File: config.mk
export PLATFORM = sky130hd
export DESIGN_NAME = vga_timing_gen
export DESIGN_NICKNAME = d
export VERILOG_FILES = /design/src/rtl/vga_timing_gen.sv
export SDC_FILE = /design/constraint.sdc
export NUM_CORES = 1
export LEC_CHECK = 0
export ABC_AREA = 1
export BUFFER_PORTS_ARGS = -buffer_cell sky130_fd_sc_hd__buf_2
export CORE_ASPECT_RATIO = 1.4
export CORE_MARGIN = 1.5
export CORE_UTILIZATION = 50
export CTS_CLUSTER_DIAMETER = 30
export CTS_CLUSTER_SIZE = 40
export DETAILED_ROUTE_END_ITERATION = 7
export PLACE_DENSITY = 0.79
export SLEW_MARGIN = 20
export SYNTH_ARGS = -nofsm -noshare
export SYNTH_HDL_FRONTEND = slang
export SYNTH_SLANG_ARGS = --single-unit
File: constraint.sdc
create_clock -name clk -period 1.5 [get_ports clk]
set_clock_uncertainty 0.05 [all_clocks]
set_input_delay 0.3 -clock clk [delete_from_list [all_inputs] [get_ports clk]]
set_output_delay 0.3 -clock clk [all_outputs]
set_load 0.005 [all_outputs]
File: src/rtl/vga_timing_gen.sv
// 640x480@60 VGA raster timing generator: pixel-enable divider, h/v counters,
// sync/blank decode and a registered output stage for the DAC pins.
module vga_timing_gen #(
  parameter int CLK_DIV  = 2,
  parameter int H_ACTIVE = 640,
  parameter int H_FP     = 16,
  parameter int H_SYNC   = 96,
  parameter int H_BP     = 48,
  parameter int V_ACTIVE = 480,
  parameter int V_FP     = 10,
  parameter int V_SYNC   = 2,
  parameter int V_BP     = 33
) (
  input  logic        clk,
  input  logic        rst,
  input  logic [23:0] vga_color,
  output logic [9:0]  x,
  output logic [9:0]  y,
  output logic        active_pixels,
  output logic        pix_en,
  output logic        frame_tick,
  output logic        VGA_CLK,
  output logic        VGA_HS,
  output logic        VGA_VS,
  output logic        VGA_BLANK_N,
  output logic        VGA_SYNC_N,
  output logic [7:0]  VGA_R,
  output logic [7:0]  VGA_G,
  output logic [7:0]  VGA_B
);

  localparam int H_TOTAL = H_ACTIVE + H_FP + H_SYNC + H_BP;
  localparam int V_TOTAL = V_ACTIVE + V_FP + V_SYNC + V_BP;
  localparam int DW      = $clog2(CLK_DIV);

  localparam logic [DW-1:0] DIV_LAST = DW'(CLK_DIV - 1);
  localparam logic [DW-1:0] DIV_HALF = DW'(CLK_DIV / 2);

  localparam logic [9:0] H_LAST  = 10'(H_TOTAL - 1);
  localparam logic [9:0] V_LAST  = 10'(V_TOTAL - 1);
  localparam logic [9:0] H_ACT   = 10'(H_ACTIVE);
  localparam logic [9:0] V_ACT   = 10'(V_ACTIVE);
  localparam logic [9:0] V_ACT_M = 10'(V_ACTIVE - 1);
  localparam logic [9:0] HS_BEG  = 10'(H_ACTIVE + H_FP);
  localparam logic [9:0] HS_END  = 10'(H_ACTIVE + H_FP + H_SYNC);
  localparam logic [9:0] VS_BEG  = 10'(V_ACTIVE + V_FP);
  localparam logic [9:0] VS_END  = 10'(V_ACTIVE + V_FP + V_SYNC);

  logic [DW-1:0] div;
  logic [DW-1:0] div_next;
  logic [9:0]    h_cnt;
  logic [9:0]    v_cnt;
  logic          h_wrap;
  logic          hs_n;
  logic          vs_n;

  // pix_en and VGA_CLK are decoded from the next divider value so both are
  // clean registered outputs aligned with the divider phase they describe.
  always_comb begin
    div_next = (div == DIV_LAST) ? '0 : div + 1'b1;
  end

  always_ff @(posedge clk or negedge rst) begin
    if (!rst) begin
      div     <= '0;
      pix_en  <= 1'b0;
      VGA_CLK <= 1'b0;
    end else begin
      div     <= div_next;
      pix_en  <= (div_next == DIV_LAST);
      VGA_CLK <= (div_next >= DIV_HALF);
    end
  end

  assign h_wrap = (h_cnt == H_LAST);

  always_ff @(posedge clk or negedge rst) begin
    if (!rst) begin
      h_cnt      <= '0;
      v_cnt      <= '0;
      frame_tick <= 1'b0;
    end else begin
      frame_tick <= pix_en && h_wrap && (v_cnt == V_ACT_M);
      if (pix_en) begin
        if (h_wrap) begin
          h_cnt <= '0;
          v_cnt <= (v_cnt == V_LAST) ? '0 : v_cnt + 1'b1;
        end else begin
          h_cnt <= h_cnt + 1'b1;
        end
      end
    end
  end

  assign x             = h_cnt;
  assign y             = v_cnt;
  assign active_pixels = (h_cnt < H_ACT) && (v_cnt < V_ACT);
  assign hs_n          = !((h_cnt >= HS_BEG) && (h_cnt < HS_END));
  assign vs_n          = !((v_cnt >= VS_BEG) && (v_cnt < VS_END));
  assign VGA_SYNC_N    = 1'b0;

  // Sync, blank and colour share one register stage so they stay aligned.
  always_ff @(posedge clk or negedge rst) begin
    if (!rst) begin
      VGA_HS      <= 1'b1;
      VGA_VS      <= 1'b1;
      VGA_BLANK_N <= 1'b0;
      VGA_R       <= '0;
      VGA_G       <= '0;
      VGA_B       <= '0;
    end else if (pix_en) begin
      VGA_HS      <= hs_n;
      VGA_VS      <= vs_n;
      VGA_BLANK_N <= active_pixels;
      VGA_R       <= active_pixels ? vga_color[23:16] : 8'h00;
      VGA_G       <= active_pixels ? vga_color[15:8]  : 8'h00;
      VGA_B       <= active_pixels ? vga_color[7:0]   : 8'h00;
    end
  end

endmodule

After elaboration in Yosys (flattened, before gate mapping):

Index checks and enable logic that the tools add are counted.

* input bits: 26
* register bits: 50
* word-level logic and storage cells: 38
* output and inout port bits: 52

* mux-type cells: 6
* $lt $le $gt $ge: 7
* equality and inequality tests: 3
* add/sub/neg operators: 3
* reduce and logical (&&, ||, !) cells: 8

Operators with widths (count)
* 2-to-1 mux 8 bit: 3
* adder 10 x 1 -> 10 bit (second input constant): 2
* == test 10 bit (second input constant): 2
* less-than comparator 10 bit (second input constant): 2
* less-than comparator 10 x 9 -> 1 bit (second input constant): 2
* 2-to-1 mux 10 bit: 2
* == test 10 x 9 -> 1 bit (second input constant): 1
* greater-or-equal comparator 10 bit (second input constant): 1
* greater-or-equal comparator 10 x 9 -> 1 bit (second input constant): 1
* logical AND 1 bit: 5
* logical NOT 1 bit: 2
* AND reduction 2 bit: 1
* adder 1 bit (second input constant): 1
* greater-or-equal comparator 1 bit (second input constant): 1
* 2-to-1 mux 1 bit: 1

Longest topological paths before layout:

* depth in word-level cells: 3
* mapped depth: 9

Worst setup path before layout:

OpenSTA, ideal clock, no wires.

* path type: register -> register
* start: register h_cnt[0], in the netlist x[0]
* end: register v_cnt[5], in the netlist y[5]
* buffers on the path: 1
* arrival time: 1.210 ns
* data required time: 1.331 ns
* clock period less this slack: 1.379 ns
* setup slack: 0.121 ns
* stages on the path, launching flop included: 10
* cells stage by stage: dfrtp_1 -> ha_1 -> nand2_2 -> nor2_4 -> inv_1 -> nor2_1 -> nand3_1 -> buf_6 -> nand2_1 -> o21ai_2

* cells in the longest elaborated chain, start to end: 2

Ends and longest elaborated chain
* start: declaration: line 51 `logic [9:0] h_cnt;`
* start signal: assignment: line 89 `h_cnt <= h_cnt + 1'b1;`
* == test 10 bit: line 75 `assign h_wrap = (h_cnt == H_LAST);`
* AND reduction 2 bit (no source line)
* end signal: assignment: line 87 `v_cnt <= (v_cnt == V_LAST) ? '0 : v_cnt + 1'b1;`
* end: declaration: line 52 `logic [9:0] v_cnt;`

Every way passes these cells.
A chain may end at the register's enable or synchronous reset.

Worst setup path in the final report:

* start: register h_cnt[9], in the netlist x[9]
* end: output port active_pixels

* cells in the longest elaborated chain, start to end: 2

Ends and longest elaborated chain
* less-than comparator 10 bit: line 97 `assign active_pixels = (h_cnt < H_ACT) && (v_cnt < V_ACT);`
* logical AND 1 bit: line 97
* end: declaration: line 19 `output logic active_pixels,`

Every way passes these cells.

==> flow_summary.toml <==
[die]
design.core.area_mm2 = 0.00457
row_count = 29
die_w_um = 61.6
die_y_um = 85.0
dieArea_mm2 = 0.00524
io_pins = 78
start_util_pct = 52.5

[synth]
synth.top_cell.area_share_pct = 49.0
yosysSeqAreaShare_pct = 51.1
yosys-top-cells-count = "nand2_1, dfrtp_1, inv_1, nor2_1, nand3_1"
synthFlopType = "dfrtp_1"
ys_async_sr_fraction_pct = 100
netlist-cell-type-count = 29
synth_warnings = 0
synth.area.top_cells = "dfrtp_1, nand2_1, inv_1"
synth_top_area_cell = "dfrtp_1"
syn_nets = 318
syn_inst = 288
synth.most_common_cell = "nand2_1"
synth_edf_count = 0
synth_area_mm2 = 0.00240
syn_avg_cell_area_um2 = 8.34
yosys_register_bits = 49

[final_layout]
drive_gt1_share_pct = 37.0
multi_input_comb_area_mm2 = 0.00102
utilization_pct = 69.1
n_fill_cell = 407
synthToLayoutAreaGrowth_pct = 31.5
final_cell_area_mm2 = 0.00316
register_area_mm2 = 0.00123
antenna_cells = 0
nNetsFinal = 414

[sta]
grt_setup_unrepaired = "true"
finalCriticalPeriod_ns = 1.55
finalHoldViolations = 0
fmax_mhz = 645
setup_viol = 1
slew_viol_final = 0
min_period_over_period_pct = 103
tns_ns = -0.0496
worst_hold_slack_ns = 0.137
fin_ws_ns = -0.0496

[outcome]
violations = "setup timing"
status = "finished with violations"

[worst_setup_path]
worstPathRequired_ns = 1.15
start_kind = "flop"
critPathCaptureType = "output port"
path_class = "reg2out"
cp.arrival_ns = 1.20
critPathMaxFanout = 3

[routing]
dr_total_vias = 2221
wl_per_cell_um = 12.5
drc_errors = 0
first_pass_iters = 5
first_iter_violations = 121
wl_mm = 5.57
antenna_left = 0
vias_per_cell = 4.98

[clock_tree]
clock_path_buffers = 2
clk_pin_slew_ns = 0.08
numCtsBuffers = 5
htree_levels = 2
cts-root-buf = "clkbuf_8"
clkSinkCount = 49
tritoncts = "built"
insertion_delay_ns = 0.30

[placed_design]
place_congestion = 0.826
post_dp_cell_area_mm2 = 0.00290
portBuffers = 76
hpwl_mm = 3.77

[global_route]
antenna_found_initial = 0
grt_util_all_layers_pct = 22.5
grt_pass1_vias = 2162
grt_max_degree = 50
grt_pass1_wl_mm = 8.98
overflow = 0

[min_path]
hold_class = "in2reg"

[run]
max-cap-violations = 0

[power]
power_density_mw_per_mm2 = 766
leakagePower_nw = 1.66
ir_drop_uv = 787
per-layer routing:
metal	routed length [µm]	track usage (%)	share of wire (%)
met3	232	4.42	4.2
met5	0	0	0
met2	2970	38.6	53
met4	133	9.28	2.4
met1	2240	26.5	40
cells in the final DEF (no fill, tap or decap), types with 3 or more instances in the layout:
cell / netlist / final
buf_4: 3 / 20
nor2_4: 4 / 7
nand2_2: 3 / 8
buf_12: 0 / 3
dfrtp_1: 47 / 45
nand3_1: 15 / 13
inv_2: 2 / 4
xor2_1: 4 / 4
o21ai_0: 10 / 8
o21ai_2: 3 / 3
nand2_1: 108 / 103
clkbuf_8: 0 / 5
nor2_1: 19 / 17
o21ai_1: 1 / 3
buf_2: 5 / 75
inv_1: 26 / 24
nor3_1: 3 / 3
nand4_1: 11 / 11
nand3_2: 1 / 3
state kept, by name, summed over array words and instances (netlist names), 8 cells and up:
name / cells
VGA_B: 8
VGA_G: 8
x: 10
y: 10
VGA_R: 8
metrics by stage:
stage / total power (W) / worst slack [ns] / instances
floorplan: 0.00143 / 0.121 / 288
global placement: 0.00152 / 0.0839 / 428
detailed placement: 0.00153 / 0.0327 / 428
CTS: 0.00244 / -0.0533 / 443
global route: 0.00251 / -0.119 / 446
finish: 0.00242 / -0.0496 / 446
timing repair:
action / 4_1_cts / 5_1_grt
resized for setup: 3 / 19
endpoints found under the setup margin: 1 / 18
pin swaps: 2 / 11
buffers inserted: 7 / 3
hold buffers: 1 / 0
endpoints found under the hold margin: 47 / 0
cells by family after synthesis:
kind of cell | synth area share, %
adder cells (fa/ha/maj) | 2.08
other | 0.156
XOR/XNOR | 1.82
buffers and inverters | 8.23
AND/OR/NAND/NOR | 32.3
AO/OA/AOI/OAI | 4.22
flip-flops | 51.1
report_power, final:
group | total [W] | leakage (nW) | internal (W) | switching (W)
clock network | 0.000921 | 0.0540 | 0.000485 | 0.000436
logic | 0.000128 | 1.01 | 0.0000634 | 0.0000647
registers | 0.00137 | 0.599 | 0.00135 | 0.0000169
area by class of cell:
| type | instances | area share (%) |
|---|---|---|
| Clock buffer | 5 | 2.18 |
| Clock inverter | 2 | 1.11 |
| Inverter | 28 | 3.33 |
| Multi-Input combinational cell | 199 | 32.4 |
| Sequential cell | 49 | 39.0 |
| Tap cell | 62 | 2.46 |
| Timing Repair Buffer | 101 | 19.6 |
worst max-delay path: stages, from the launching register on:
cell	delay, ns
dfrtp_1	0.43
nand2_2	0.10
nand2_2	0.06
nor2_2	0.11
nand2_2	0.07
inv_2	0.05
buf_6	0.08
final timing paths:
kind / startpoint / depth (start not counted) / slack [ns] / end
min in group asynchronous: rst / 3 / 0.45 / x[7]
worst min-delay path: vga_color[10] / 3 / 0.14 / VGA_G[2]
worst max-delay path: x[9] / 6 / -0.05 / active_pixels
max in group asynchronous: rst / 3 / 0.68 / VGA_VS
worst max register to register: x[7] / 7 / 0.03 / frame_tick
worst min register to register: VGA_R[0] / 2 / 0.43 / VGA_R[0]
Power figures use the tool's default switching activity.
